==> src/rtl/ro_measure_sequencer.sv <==
// Ring-oscillator measurement sequencer: walks a masked set of ROs, gates the shared
// frequency counter for a programmable window, and streams each count out over valid/ready.
module ro_measure_sequencer #(
    parameter int NUM_RO        = 8,
    parameter int SEL_WIDTH     = 3,
    parameter int COUNT_WIDTH   = 16,
    parameter int WINDOW_WIDTH  = 16,
    parameter int SETTLE_CYCLES = 4
) (
    input  logic                    clk,
    input  logic                    rst_n,
    input  logic                    start,
    input  logic                    abort,
    input  logic [NUM_RO-1:0]       ro_mask,
    input  logic [WINDOW_WIDTH-1:0] window_len,
    input  logic [COUNT_WIDTH-1:0]  cnt_value,
    output logic                    busy,
    output logic [SEL_WIDTH-1:0]    ro_sel,
    output logic                    ro_enable,
    output logic                    cnt_enable,
    output logic                    result_valid,
    input  logic                    result_ready,
    output logic [SEL_WIDTH-1:0]    result_idx,
    output logic [COUNT_WIDTH-1:0]  result_count,
    output logic                    done
);
    localparam int SW = $clog2(SETTLE_CYCLES + 1);
    localparam int TW = (WINDOW_WIDTH > SW) ? WINDOW_WIDTH : SW;

    typedef enum logic [2:0] {IDLE, SETTLE, MEASURE, HOLD, RESULT, FINISH} state_t;

    state_t                  state_q, state_d;
    logic [SEL_WIDTH-1:0]    idx_q, idx_d;
    logic [NUM_RO-1:0]       mask_q, mask_d;
    logic [WINDOW_WIDTH-1:0] win_q, win_d;
    logic [TW-1:0]           timer_q, timer_d;
    logic                    busy_q, busy_d, ro_enable_q, ro_enable_d;
    logic                    cnt_enable_q, cnt_enable_d, result_valid_q, result_valid_d;
    logic                    done_q, done_d;
    logic [SEL_WIDTH-1:0]    ro_sel_q, ro_sel_d, result_idx_q, result_idx_d;
    logic [COUNT_WIDTH-1:0]  result_count_q, result_count_d;

    // Returns {found, index} of the lowest set mask bit at or above lo.
    function automatic logic [SEL_WIDTH:0] first_from(input logic [NUM_RO-1:0] m, input int lo);
        logic [SEL_WIDTH:0] r;
        r = '0;
        for (int i = NUM_RO - 1; i >= 0; i--)
            if (m[i] && i >= lo) r = {1'b1, SEL_WIDTH'(i)};
        return r;
    endfunction

    logic [SEL_WIDTH:0] first_hit, next_hit;
    assign first_hit = first_from(ro_mask, 0);
    assign next_hit  = first_from(mask_q, int'(idx_q) + 1);

    always_comb begin
        state_d        = state_q;
        idx_d          = idx_q;
        mask_d         = mask_q;
        win_d          = win_q;
        timer_d        = timer_q;
        done_d         = 1'b0;
        result_count_d = result_count_q;
        result_idx_d   = result_idx_q;

        case (state_q)
            IDLE: begin
                if (start && !abort) begin
                    mask_d = ro_mask;
                    win_d  = window_len;
                    if (first_hit[SEL_WIDTH]) begin
                        idx_d   = first_hit[SEL_WIDTH-1:0];
                        timer_d = TW'(SETTLE_CYCLES - 1);
                        state_d = SETTLE;
                    end else begin
                        state_d = FINISH;
                    end
                end
            end
            SETTLE: begin
                if (timer_q == '0) begin
                    timer_d = (win_q == '0) ? '0 : TW'(win_q) - TW'(1);
                    state_d = MEASURE;
                end else begin
                    timer_d = timer_q - TW'(1);
                end
            end
            MEASURE: begin
                if (timer_q == '0) state_d = HOLD;
                else               timer_d = timer_q - TW'(1);
            end
            HOLD: begin
                // Counter is already stopped but not yet cleared: this is the stable sample point.
                result_count_d = cnt_value;
                result_idx_d   = idx_q;
                state_d        = RESULT;
            end
            RESULT: begin
                if (result_ready) begin
                    if (next_hit[SEL_WIDTH]) begin
                        idx_d   = next_hit[SEL_WIDTH-1:0];
                        timer_d = TW'(SETTLE_CYCLES - 1);
                        state_d = SETTLE;
                    end else begin
                        done_d  = 1'b1;
                        state_d = FINISH;
                    end
                end
            end
            FINISH: begin
                // An empty scan arrives here without done set and pulses it one cycle later.
                if (done_q) state_d = IDLE;
                else        done_d  = 1'b1;
            end
            default: state_d = IDLE;
        endcase

        if (abort && state_q != IDLE) begin
            state_d = IDLE;
            done_d  = 1'b0;
        end

        busy_d         = (state_d != IDLE);
        ro_enable_d    = (state_d == SETTLE) || (state_d == MEASURE) || (state_d == HOLD);
        cnt_enable_d   = (state_d == MEASURE);
        result_valid_d = (state_d == RESULT);
        ro_sel_d       = (state_d == SETTLE) ? idx_d : ro_sel_q;
    end

    always_ff @(posedge clk or negedge rst_n) begin
        if (!rst_n) begin
            state_q        <= IDLE;
            idx_q          <= '0;
            mask_q         <= '0;
            win_q          <= '0;
            timer_q        <= '0;
            busy_q         <= 1'b0;
            ro_sel_q       <= '0;
            ro_enable_q    <= 1'b0;
            cnt_enable_q   <= 1'b0;
            result_valid_q <= 1'b0;
            result_idx_q   <= '0;
            result_count_q <= '0;
            done_q         <= 1'b0;
        end else begin
            state_q        <= state_d;
            idx_q          <= idx_d;
            mask_q         <= mask_d;
            win_q          <= win_d;
            timer_q        <= timer_d;
            busy_q         <= busy_d;
            ro_sel_q       <= ro_sel_d;
            ro_enable_q    <= ro_enable_d;
            cnt_enable_q   <= cnt_enable_d;
            result_valid_q <= result_valid_d;
            result_idx_q   <= result_idx_d;
            result_count_q <= result_count_d;
            done_q         <= done_d;
        end
    end

    assign busy         = busy_q;
    assign ro_sel       = ro_sel_q;
    assign ro_enable    = ro_enable_q;
    assign cnt_enable   = cnt_enable_q;
    assign result_valid = result_valid_q;
    assign result_idx   = result_idx_q;
    assign result_count = result_count_q;
    assign done         = done_q;
endmodule
==> config.mk <==
export PLATFORM = sky130hd
export DESIGN_NAME = ro_measure_sequencer
export DESIGN_NICKNAME = d
export VERILOG_FILES = /design/src/rtl/ro_measure_sequencer.sv
export SDC_FILE = /design/constraint.sdc
export NUM_CORES = 1
export LEC_CHECK = 0
export BUFFER_PORTS_ARGS = -buffer_cell sky130_fd_sc_hd__buf_2
export CAP_MARGIN = 20
export CORE_MARGIN = 2
export CORE_UTILIZATION = 56
export CTS_CLUSTER_SIZE = 16
export DETAILED_ROUTE_END_ITERATION = 7
export GPL_TIMING_DRIVEN = 0
export MAX_ROUTING_LAYER = met4
export PLACE_DENSITY_LB_ADDON = 0.2
export SLEW_MARGIN = 20
export SYNTH_ARGS = -nofsm -noshare
export SYNTH_HDL_FRONTEND = slang
export SYNTH_SLANG_ARGS = --single-unit
==> constraint.sdc <==
create_clock -name clk -period 3.12 [get_ports clk]
set_input_delay 0.624 -clock clk [delete_from_list [all_inputs] [get_ports clk]]
set_output_delay 0.624 -clock clk [all_outputs]
set_load 0.02 [all_outputs]
After elaboration in Yosys (flattened, before gate mapping)

Index checks and enable logic that the tools add are counted.

Register bits after elaboration: 73
Bits in latches: 0
RAM bits: 0
Bits in read-only memories: 0
Bits of input ports: 45
Output and inout port bits: 27
Logic and storage cells: 102
Memories: 0

$add $sub $neg: 3
Multipliers: 0
Divide/modulo/power cells: 0
Magnitude comparators: 8
Equal/unequal tests: 14
Shift operators: 0
Muxes and demuxes: 43
Bitwise operators: 0
Reduce and logical (&&, ||, !) cells: 21

Operators with widths:

| cell                                                                                | count |
|---|---|
| 16-bit 2-to-1 mux                                                                   | 7 |
| 4-bit 2-to-1 mux                                                                    | 16 |
| 16-bit one-hot mux with 4 select lines                                              | 1 |
| 3-bit 2-to-1 mux                                                                    | 12 |
| 16-bit zero test                                                                    | 2 |
| 16-bit by 1-bit subtractor with 16-bit output (second input constant)               | 2 |
| 3-bit one-hot mux with 6 select lines                                               | 1 |
| 3-bit by 4-bit greater-or-equal comparator with 1-bit output (first input constant) | 4 |
| 3-bit by 2-bit equality test with 1-bit output (second input constant)              | 4 |
| 1-bit logical AND                                                                   | 10 |
| 2-bit inequality test (second input constant)                                       | 5 |
| 3-bit equality test (second input constant)                                         | 3 |
| 1-bit by 4-bit greater-or-equal comparator with 1-bit output (first input constant) | 2 |
| 2-bit by 4-bit greater-or-equal comparator with 1-bit output (first input constant) | 2 |
| 3-bit by 1-bit equality test with 1-bit output (second input constant)              | 2 |
| 3-bit one-hot mux with 2 select lines                                               | 1 |
| 6-bit AND reduction                                                                 | 1 |
| 3-bit nonzero test                                                                  | 2 |
| 3-bit by 1-bit adder with 4-bit output (second input constant)                      | 1 |
| 1-bit 2-to-1 mux                                                                    | 4 |
| 4-bit nonzero test                                                                  | 1 |
| 3-bit zero test                                                                     | 1 |
| 1-bit logical OR                                                                    | 2 |
| 1-bit one-hot mux with 2 select lines                                               | 1 |
| 2 further kinds                                                                     | 2 |

Longest topological paths before layout

Gate-level depths: netlist (run 1).

Word-level depth: 18
Mapped depth: 10
Gate-level depth less buffers: 8

Worst setup path after synthesis (run 1)

No wires, ideal clock.

Kind: flip-flop to flip-flop
Start: register idx_q[0]
End: register timer_q[3]
Library setup time: 0.121 ns
Arrival: 2.258 ns
Slack: 0.740 ns
Stages on the path, launching flop included: 10
Buffers on the path: 1
Path through: dfrtp_1 > ha_1 > a21boi_1 > a21o_1 > a21boi_0 > nand4bb_1 > o21ai_1 > clkbuf_1 > nor2_1 > o22a_1

Word-level cells in the longest chain between the ends: 13
Elaborated cells on any way between the ends: 27

RTL lines:

| element                                                      | RTL line | RTL |
|---|---|---|
| from (decl)                                                  | 33       | `logic [SEL_WIDTH-1:0] idx_q, idx_d;` |
| from (signal assigned)                                       | 147      | `idx_q <= idx_d;` |
| 3-bit by 1-bit adder with 4-bit output *                     | 54       | `assign next_hit = first_from(mask_q, int'(idx_q) + 1);` |
| 3-bit by 4-bit greater-or-equal comparator with 1-bit output | 48       | `if (m[i] && i >= lo) r = {1'b1, SEL_WIDTH'(i)};` |
| 1-bit logical AND                                            | 48       |  |
| 4-bit 2-to-1 mux (7 in a row)                                | 48       |  |
| 4-bit 2-to-1 mux *                                           | 48       |  |
| 2-bit inequality test (no source line) *                     | n/a      |  |
| 6-bit AND reduction (no source line) *                       | n/a      |  |
| to (signal assigned)                                         | 150      | `timer_q <= timer_d;` |
| to (decl)                                                    | 36       | `logic [TW-1:0] timer_q, timer_d;` |

Mark *: on every way between the ends. The rest lies on a longest branch, timed or not.
A chain may end at the register's enable or synchronous reset.

Worst setup path in the final report (run 1)

Start: register idx_q[1]
End: register timer_q[3]

Same word-level chain as after synthesis.

==> results by group, run 1 <==
Critical path
  – Crit path required time: 3360 ps
  – Slowest CP cell: dfrtp_1
  – Max stage delay on crit path: 480 ps
  – Kind of end point of the critical path: register
  – Critical path type: reg -> reg
  – Critical path data arrival time: 3100 ps
  – CP max FO: 10
  – WP buf/inv: 1
  – CP startpoint kind: register
  – Worst path cell trace: ha_1 -> a21boi_1 -> a21o_1 -> a21boi_0 -> nand4bb_1 -> o21ai_2 -> clkbuf_2 -> nor2_1 -> o22a_1
  – CP top delay family: compound AO/OA/AOI/OAI gates

Yosys
  – Cell variety after synth: 57
  – Post-Synthesis Cells: 457
  – Yosys warns: 0
  – Count of flip-flops with a built-in enable after synthesis: 0
  – Post-synth ARST share: 100%
  – Syn nets: 505
  – Cell area after synthesis: 0.00400 sq mm
  – Seq/Total Area, Yosys: 45.7%
  – Flop and latch count out of synthesis: 73
  – Mean Syn Cell Area: 8.76 sq um
  – Commonest register cell after synthesis: dfrtp_1

Clocking
  – Worst-case clock buffer depth: 2
  – CTS sink cnt: 73
  – Cts bufs inserted: 9
  – Clk_lat worst skew: 350 ps
  – Post-CTS Setup Inserts: 0
  – Clock slew at reported path FFs: 80 ps
  – CTS tree: done
  – Post-CTS Resized: 0
  – Post-cts hold buffer count: 0
  – H-tree Lvls: 3
  – Root buf cell: clkbuf_8

Global route
  – Vias in the first global route: 3473
  – Grt total ovfl: 0
  – Largest net degree at the start of global routing: 58
  – Gr usage total: 26.8%
  – Initial antenna violation count: 0
  – First-pass GRT wire length: 15900 microns

STA
  – Worst Max-Slew Pin Slew: 816 ps
  – Setup-failing EPs final: 0
  – RSZ-0062 raised after global routing: false
  – Worst setup margin: 256 ps
  – Fin. Hold Viols: 0
  – Max_slew headroom: 45.4%
  – Period utilization: 91.8%
  – Fmax: 349 MHz
  – Final setup TNS: 0 ps
  – Tmin final: 2860 ps
  – Max-slew violation count: 0
  – Skew final: 11.0 ps

Routing
  – Remaining DRCs: 0
  – Post-Route WL: 9450 microns
  – Vias per inst: 5.69
  – DR iter-0 viols: 287
  – Wire length per cell: 14.8 microns
  – 1st-pass router iterations: 5
  – Via count: 3634
  – ANT nets after route: 0

Place
  – GP Congestion: 0.937
  – HPWL after DPL: 6990 microns
  – Place WS: 171 ps
  – Port Buffer Count: 69
  – Placed Cells incl. Taps: 623

Final layout
  – Layout cell share with drive strength beyond 1: 22.8%
  – Nets: 586
  – Area growth syn-to-layout: 16.6%
  – Non-Filler Instances: 639
  – Fillers: 558
  – Diode count: 0

Power and ir drop
  – Total power: 4.55 mW
  – Leakage power: 2.20 nW
  – Maximum vdd drop: 0.627 mV
  – Power per cell area: 975 mW/mm^2

Die
  – Initial Utilization: 58.3%
  – # rows: 30
  – Die X: 88.5 microns
  – Die footprint: 0.00784 sq mm
  – Die height: 88.5 microns
  – Core Region: 0.00687 sq mm
  – I/O pins: 72

Outcome
  – Outcome: completed

Hold path
  – Worst min path class: in -> async

Run
  – # Max-Cap Violations: 0
## metal layers
layer	routed length, microns	track usage [%]	share of wire, %	up-vias
li1	-	-	-	1764
met1	4370	38.0	46	1707
met2	4320	39.3	46	152
met3	636	4.85	6.7	11
met4	122	8.54	1.3	0
met5	0	-	0	-
## report_power, final
group,switching [mW],total [mW],internal [mW]
Clock,0.359,0.647,0.288
Combinational,1.34,2.19,0.856
Sequential,0.358,1.71,1.35
Total,2.05,4.55,2.49
## synthesized netlist by cell type (all sizes together) (3+ instances only)
library cell  count  area share [%]
clkbuf           16             1.8
and2              3            0.47
xor2              8             1.8
o21bai            3            0.56
nor2             39             3.7
or2               3            0.47
o211ai            3            0.56
a21oi            36             4.5
nand2b           10             1.6
nor4              8             1.6
inv              14             1.3
nor2b             4            0.63
buf               5            0.63
a211oi            3            0.56
o21a              4            0.75
nor3             18             2.5
dfrtp            73              46
nor4b             3            0.66
a32oi             4            0.88
o21ai            41             5.1
ha                3            0.94
nand3             8             1.0
or4               4            0.94
mux2             21             5.9
a21boi            3            0.56
nand2            85             8.0
and3              3            0.47
## metrics by stage
stage          utilization [%]  instance area, sq um  hold WS, ps
6_report                  67.9                  4670          128
5_1_grt                   67.9                  4670          139
4_1_cts                   67.9                  4660          135
3_5_place_dp              65.5                  4500          471
3_3_place_gp              65.0                  4470          463
2_1_floorplan                -                  4000          328
## final timing paths
| check | start | to | slack, ps | depth (start not counted) |
|---|---|---|---|---|
| setup / recovery | idx_q[1]$_DFF_PN0_ | timer_q[3]$_DFFE_PN0P_ | 260 | 9 |
| hold / removal | rst_n | timer_q[15]$_DFFE_PN0P_ | 130 | 1 |
| setup reg to reg | idx_q[1]$_DFF_PN0_ | timer_q[3]$_DFFE_PN0P_ | 260 | 9 |
| hold reg to reg | mask_q[1]$_DFFE_PN0P_ | mask_q[1]$_DFFE_PN0P_ | 490 | 2 |
| max in group asynchronous | rst_n | win_q[6]$_DFFE_PN0P_ | 2440 | 2 |
| min in group clk | window_len[9] | win_q[9]$_DFFE_PN0P_ | 450 | 3 |
## logic make-up after synthesis
logic type	count (synthesis)	synth area share, %
simple gates	198	23.9
buf+inv	35	3.72
fa+ha+maj	3	0.938
mux	22	6.16
flops	73	45.7
xor+xnor	10	2.19
compound gates	116	17.4
## layout by cell type, fill, tap and decap left out, types with 3 or more instances in the layout
| master | synthesis | final |
|---|---|---|
| inv_1 | 14 | 14 |
| nor4_1 | 6 | 6 |
| a32oi_1 | 4 | 4 |
| a21oi_1 | 36 | 36 |
| clkinv_2 | 0 | 3 |
| and2_1 | 3 | 3 |
| clkbuf_8 | 1 | 10 |
| nor2_1 | 39 | 39 |
| and3_1 | 3 | 3 |
| clkbuf_1 | 14 | 15 |
| a211oi_1 | 3 | 3 |
| ha_1 | 3 | 3 |
| o211ai_1 | 3 | 3 |
| nor3_1 | 17 | 17 |
| xor2_1 | 8 | 8 |
| o21bai_1 | 3 | 3 |
| nor4b_1 | 3 | 3 |
| nor2b_1 | 4 | 4 |
| dfrtp_1 | 73 | 73 |
| o21ai_0 | 39 | 39 |
| nand2_1 | 85 | 85 |
| o21a_1 | 4 | 4 |
| buf_2 | 5 | 73 |
| nand3_1 | 8 | 8 |
| nand2b_1 | 10 | 10 |
| or2_2 | 3 | 3 |
| mux2_2 | 21 | 21 |
## cell type report
class | count | area [sq um] | area share (%)
Inverter | 14 | 52.6 | 1.13
Timing Repair Buffer | 70 | 375 | 8.05
Sequential cell | 73 | 1830 | 39.2
Clock inverter | 5 | 32.5 | 0.697
Tap cell | 96 | 120 | 2.57
Multi-Input combinational cell | 349 | 2030 | 43.5
Buffer | 21 | 97.6 | 2.09
Clock buffer | 11 | 131 | 2.82
## state kept, by name (all words and copies together), names as in the netlist
| register | count |
|---|---|
| result_valid | 1 |
| cnt_enable | 1 |
| busy | 1 |
| done | 1 |
| mask_q | 8 |
| win_q | 16 |
| state_q | 3 |
| idx_q | 3 |
| timer_q | 16 |
| ro_enable | 1 |
| ro_sel | 3 |
| result_count | 16 |
| result_idx | 3 |
(Power assumes the default switching activity.)
==> run 2, diff against run 1 <==
--- a/config.mk
+++ b/config.mk
@@ -5,7 +5,7 @@
 export SDC_FILE = /design/constraint.sdc
 export NUM_CORES = 1
 export LEC_CHECK = 0
-export BUFFER_PORTS_ARGS = -buffer_cell sky130_fd_sc_hd__buf_2
+export BUFFER_PORTS_ARGS = -buffer_cell sky130_fd_sc_hd__buf_4
 export CAP_MARGIN = 20
 export CORE_MARGIN = 2
 export CORE_UTILIZATION = 56
==> constraint.sdc (replaced) <==
create_clock -name clk -period 3.12 [get_ports clk]
set_input_delay 0.624 -clock clk [delete_from_list [all_inputs] [get_ports clk]]
set_output_delay 0.624 -clock clk [all_outputs]
set_load 0.005 [all_outputs]
==> run 2 against run 1 <==
Net effect:
- worst hold slack better by 270 ps
- maximum frequency shrank 1.1%
- combinational power down 3%
- critical endpoint unchanged
==> results by group, run 2 (synthesis gave the netlist of run 1 again) <==
Routing
  – Post-Route WL: 9910 microns
  – Vias per inst: 5.78
  – ANT nets after route: 0
  – DR iter-0 viols: 283
  – 1st-pass router iterations: 5
  – Wire length per cell: 15.5 microns
  – Remaining DRCs: 0
  – Via count: 3687

Die
  – Core Region: 0.00687 sq mm
  – Die height: 88.5 microns
  – Die X: 88.5 microns
  – Die footprint: 0.00784 sq mm
  – # rows: 30
  – Initial Utilization: 58.3%
  – I/O pins: 72

Final layout
  – Most frequent cells in the layout: nand2_1, dfrtp_1, buf_4
  – Area growth syn-to-layout: 23.0%
  – Most common cell after layout, fill and taps aside: nand2_1
  – Diode count: 0
  – Layout cell share with drive strength beyond 1: 23.1%
  – Nets: 585
  – Non-Filler Instances: 638

STA
  – Period utilization: 92.8%
  – Max_slew headroom: 39.2%
  – Fin. Hold Viols: 0
  – Fmax: 345 MHz
  – Skew final: 5.75 ps
  – Final hold slack: 401 ps
  – RSZ-0062 raised after global routing: false
  – Setup-failing EPs final: 0
  – Max-slew violation count: 0
  – Worst Max-Slew Pin Slew: 912 ps
  – Tmin final: 2900 ps
  – Final setup TNS: 0 ps

Outcome
  – Outcome: completed

Place
  – HPWL after DPL: 7160 microns
  – GP Congestion: 0.914
  – Placed Cells incl. Taps: 622
  – Port Buffer Count: 69

Power and ir drop
  – Total power: 4.86 mW
  – Power per cell area: 987 mW/mm^2
  – Maximum vdd drop: 0.529 mV
  – Leakage power: 2.29 nW

Clocking
  – Post-CTS Resized: 0
  – Cts bufs inserted: 9
  – CTS tree: done
  – Clock slew at reported path FFs: 80 ps
  – Post-cts hold buffer count: 0
  – Clk_lat worst skew: 350 ps
  – Worst-case clock buffer depth: 2
  – CTS sink cnt: 73
  – Post-CTS Setup Inserts: 0
  – H-tree Lvls: 3
  – Root buf cell: clkbuf_8

Critical path
  – Launch point of the worst path: idx_q[1]$_DFF_PN0_
  – CP max FO: 10
  – Crit path required time: 3360 ps
  – Critical path data arrival time: 3140 ps
  – Kind of end point of the critical path: register
  – Critical path type: reg -> reg
  – Worst R2R Start: idx_q[1]$_DFF_PN0_
  – CP startpoint kind: register

Global route
  – Largest net degree at the start of global routing: 74
  – Initial antenna violation count: 0
  – First-pass GRT wire length: 16800 microns
  – Vias in the first global route: 3588
  – Grt total ovfl: 0
  – Gr usage total: 28.3%

Run
  – # Max-Cap Violations: 0

Hold path
  – Worst min path class: in -> async
## run 2: changes by cell type in the layout (fill, tap and decap cells not counted), sizes merged
cell / before / now
buf: 75 / 74
clkinv: 5 / 1
bufinv: 0 / 4
inv: 14 / 15
clkbuf: 27 / 26
## run 2: final timing paths
check | to | slack [ps] | depth (start not counted)
min in group clk | win_q[9]$_DFFE_PN0P_ | 460 | 3
hold reg to reg | mask_q[1]$_DFFE_PN0P_ | 490 | 2
setup / recovery | timer_q[3]$_DFFE_PN0P_ | 220 | 9
max in group asynchronous | win_q[8]$_DFFE_PN0P_ | 2120 | 1
setup reg to reg | timer_q[3]$_DFFE_PN0P_ | 220 | 9
hold / removal | ro_enable$_DFF_PN0_ | 400 | 1
## run 2: per-stage QoR
stage | setup WS (ps) | util [%] | area [sq um]
after floorplan | 740 | - | 4000
after global placement | 102 | 67.5 | 4640
after detailed placement | 78.9 | 67.5 | 4640
after CTS | 62.6 | 71.5 | 4910
after global routing | 64.8 | 71.6 | 4920
final | 224 | 71.6 | 4920
## run 2: critical path, cell delays in order (launching register included)
cell       delay, ps
dfrtp_1          490
ha_1             280
a21boi_1         180
a21o_1           240
a21boi_0         340
nand4bb_1        340
o21ai_2          350
clkbuf_2         280
nor2_1            80
o22a_1           190
## run 2: where the power goes
group	total, mW	internal (mW)	switching (mW)	leakage (nW)
Sequential	1.72	1.35	0.372	0.925
Clock	1.01	0.638	0.369	0.137
Combinational	2.13	0.936	1.19	1.22
## run 2: final cells by class
cell class / count / area, sq um
multi-input combinational: 349 / 2030
fill: 509 / 1950
sequential: 73 / 1830
timing repair buffer: 69 / 518
clock buffer: 10 / 138
clock inverter: 6 / 138
tap: 96 / 120
buffer: 21 / 97.6
inverter: 14 / 52.6
## run 2: routing by layer
layer  global-route usage, %  wire, microns  up-vias
met2                    43.1           4600      169
met3                    5.32            669       12
met5                       -              0        -
met1                    38.8           4510     1732
met4                    8.54            121        0
li1                        -              -     1774
==> run 3, diff against run 2 <==
--- a/config.mk
+++ b/config.mk
@@ -5,12 +5,12 @@
 export SDC_FILE = /design/constraint.sdc
 export NUM_CORES = 1
 export LEC_CHECK = 0
-export BUFFER_PORTS_ARGS = -buffer_cell sky130_fd_sc_hd__buf_4
 export CAP_MARGIN = 20
 export CORE_MARGIN = 2
-export CORE_UTILIZATION = 56
+export CORE_UTILIZATION = 64
 export CTS_CLUSTER_SIZE = 16
 export DETAILED_ROUTE_END_ITERATION = 7
+export DONT_BUFFER_PORTS = 1
 export GPL_TIMING_DRIVEN = 0
 export MAX_ROUTING_LAYER = met4
 export PLACE_DENSITY_LB_ADDON = 0.2
==> run 3 against run 2 <==
Net effect:
- non-clock buffer count decreased by 68
- critical path depth unchanged
- die area decreased by 12%
- combinational power decreased by 13%
- sequential cell count unchanged
- largest power group unchanged
- worst setup slack got worse by 80 ps
- clock power decreased by 17%
- clock skew increased by 8.7 ps
- routed wire length decreased by 5.9%
- global-route usage increased by 0.34 points
- maximum frequency decreased by 2.7%
==> results by group, run 3 (synthesis gave the netlist of run 1 again) <==
Die
  – # rows: 28
  – Die height: 83.1 microns
  – I/O pins: 72
  – Core Region: 0.00599 sq mm
  – Die X: 83.1 microns
  – Die footprint: 0.00690 sq mm
  – Initial Utilization: 66.8%

Place
  – Place WS: 63.9 ps
  – Port Buffer Count: 0
  – HPWL after DPL: 6540 microns
  – GP Congestion: 0.913

Final layout
  – Layout cell share with drive strength beyond 1: 11.8%
  – Fillers: 422
  – Area growth syn-to-layout: 8.63%
  – Most common cell after layout, fill and taps aside: nand2_1
  – Fin util: 72.6%
  – Diode count: 0
  – Nets: 517
  – Most frequent cells in the layout: nand2_1, dfrtp_1, o21ai_0, nor2_1, a21oi_1

Critical path
  – R2R depth: 9
  – Worst path cell trace: ha_1 -> a21boi_1 -> a21o_1 -> a21boi_0 -> nand4bb_1 -> o21ai_2 -> clkbuf_2 -> nor2_1 -> o22a_1
  – CP max FO: 10
  – CP startpoint kind: register
  – Worst R2R Start: idx_q[1]$_DFF_PN0_
  – Slowest CP cell: dfrtp_1
  – Critical path type: reg -> reg
  – Crit path required time: 3370 ps
  – FF-to-FF setup slack: 140 ps
  – Critical path data arrival time: 3220 ps
  – Max stage delay on crit path: 490 ps
  – Kind of end point of the critical path: register
  – Worst r2r dst: timer_q[3]$_DFFE_PN0P_

Clocking
  – Worst-case clock buffer depth: 2
  – Post-CTS Setup Inserts: 0
  – Cts bufs inserted: 9
  – Clock slew at reported path FFs: 90 ps
  – Clk_lat worst skew: 370 ps
  – CTS sink cnt: 73
  – Root buf cell: clkbuf_8
  – CTS tree: done
  – H-tree Lvls: 3

Routing
  – Post-Route WL: 9320 microns
  – 1st-pass router iterations: 5
  – Wire length per cell: 17.0 microns
  – Vias per inst: 6.27
  – ANT nets after route: 0
  – Remaining DRCs: 0
  – DR iter-0 viols: 367
  – Via count: 3443

Global route
  – Vias in the first global route: 3350
  – First-pass GRT wire length: 15600 microns
  – Grt total ovfl: 0
  – Initial antenna violation count: 0
  – Largest net degree at the start of global routing: 74
  – Gr usage total: 28.7%

STA
  – Max-slew violation count: 0
  – Fmax: 336 MHz
  – Setup-failing EPs final: 0
  – Worst setup margin: 145 ps
  – Max_slew headroom: 46.2%
  – Skew final: 14.4 ps
  – Final setup TNS: 0 ps
  – Worst Max-Slew Pin Slew: 799 ps
  – Period utilization: 95.4%
  – Fin. Hold Viols: 0
  – RSZ-0062 raised after global routing: false
  – Tmin final: 2980 ps

Outcome
  – Outcome: completed

Hold path
  – Worst min path class: in -> async

Power and ir drop
  – Maximum vdd drop: 0.621 mV
  – Leakage power: 1.94 nW
  – Power per cell area: 1020 mW/mm^2

Run
  – # Max-Cap Violations: 0
## run 3: cell count changes in the layout (fill, tap and decap cells not counted)
cell / delta
clkbuf_1: +1
clkinv_2: +1
bufinv_16: -2
clkbuf_8: -1
buf_16: +1
clkinv_4: +1
buf_4: -69
## run 3: per-stage QoR
stage / cell area (sq um) / power, mW / hold WS (ps) / cells
6_report: 4350 / 4.44 / 142 / 549
2_1_floorplan: 4000 / 3.07 / 328 / 457
4_1_cts: 4340 / 4.40 / 152 / 549
3_5_place_dp: 4100 / 3.54 / 330 / 532
3_3_place_gp: 4100 / 3.46 / 330 / 532
5_1_grt: 4350 / 4.76 / 154 / 549
## run 3: cell type report
class                           instances  area (sq um)  area share [%]
Multi-Input combinational cell        349          2030            46.7
Sequential cell                        73          1830            42.0
Clock buffer                           10           128            2.94
Buffer                                 21          97.6            2.25
Tap cell                               75          93.8            2.16
Clock inverter                          6          91.3            2.10
Inverter                               14          52.6            1.21
Timing Repair Buffer                    1          27.5           0.633
## run 3: worst max path at each step
stage | startpoint | end | slack (ps) | cells after the start
5_1_grt | idx_q[0]$_DFF_PN0_ | timer_q[3]$_DFFE_PN0P_ | 20 | 9
6_report | idx_q[1]$_DFF_PN0_ | timer_q[3]$_DFFE_PN0P_ | 140 | 9
3_3_place_gp | idx_q[0]$_DFF_PN0_ | timer_q[3]$_DFFE_PN0P_ | 80 | 9
3_5_place_dp | idx_q[0]$_DFF_PN0_ | timer_q[3]$_DFFE_PN0P_ | 60 | 9
4_1_cts | idx_q[1]$_DFF_PN0_ | timer_q[3]$_DFFE_PN0P_ | 10 | 9
2_1_floorplan | idx_q[0]$_DFF_PN0_ | timer_q[3]$_DFFE_PN0P_ | 740 | 9
## run 3: routing by layer
layer	wire length [microns]	track usage (%)
met1	4090	38.4
met2	4260	42.2
met3	815	9.05
met4	159	8.79
met5	0	-
## run 3: critical path, delay by kind of cell, from the launching register on
kind / cells / cell delay, ps
AND/OR/NAND/NOR: 2 / 440
AO/OA/AOI/OAI: 5 / 1370
flip-flops: 1 / 490
buffers and inverters: 1 / 280
adder cells (fa/ha/maj): 1 / 280
## run 3: report_power, final
group	internal, mW	total (mW)	leakage [nW]	switching [mW]
Sequential	1.35	1.74	0.925	0.393
Clock	0.455	0.840	0.111	0.385
Combinational	0.741	1.85	0.899	1.11
Total	2.55	4.44	1.94	1.89
## run 3: timing repair
item                                   CTS  global route
hold buffers                             1             0
endpoints found under the hold margin   73             0
setup endpoints to repair                0            10
gates resized for setup                  0             3
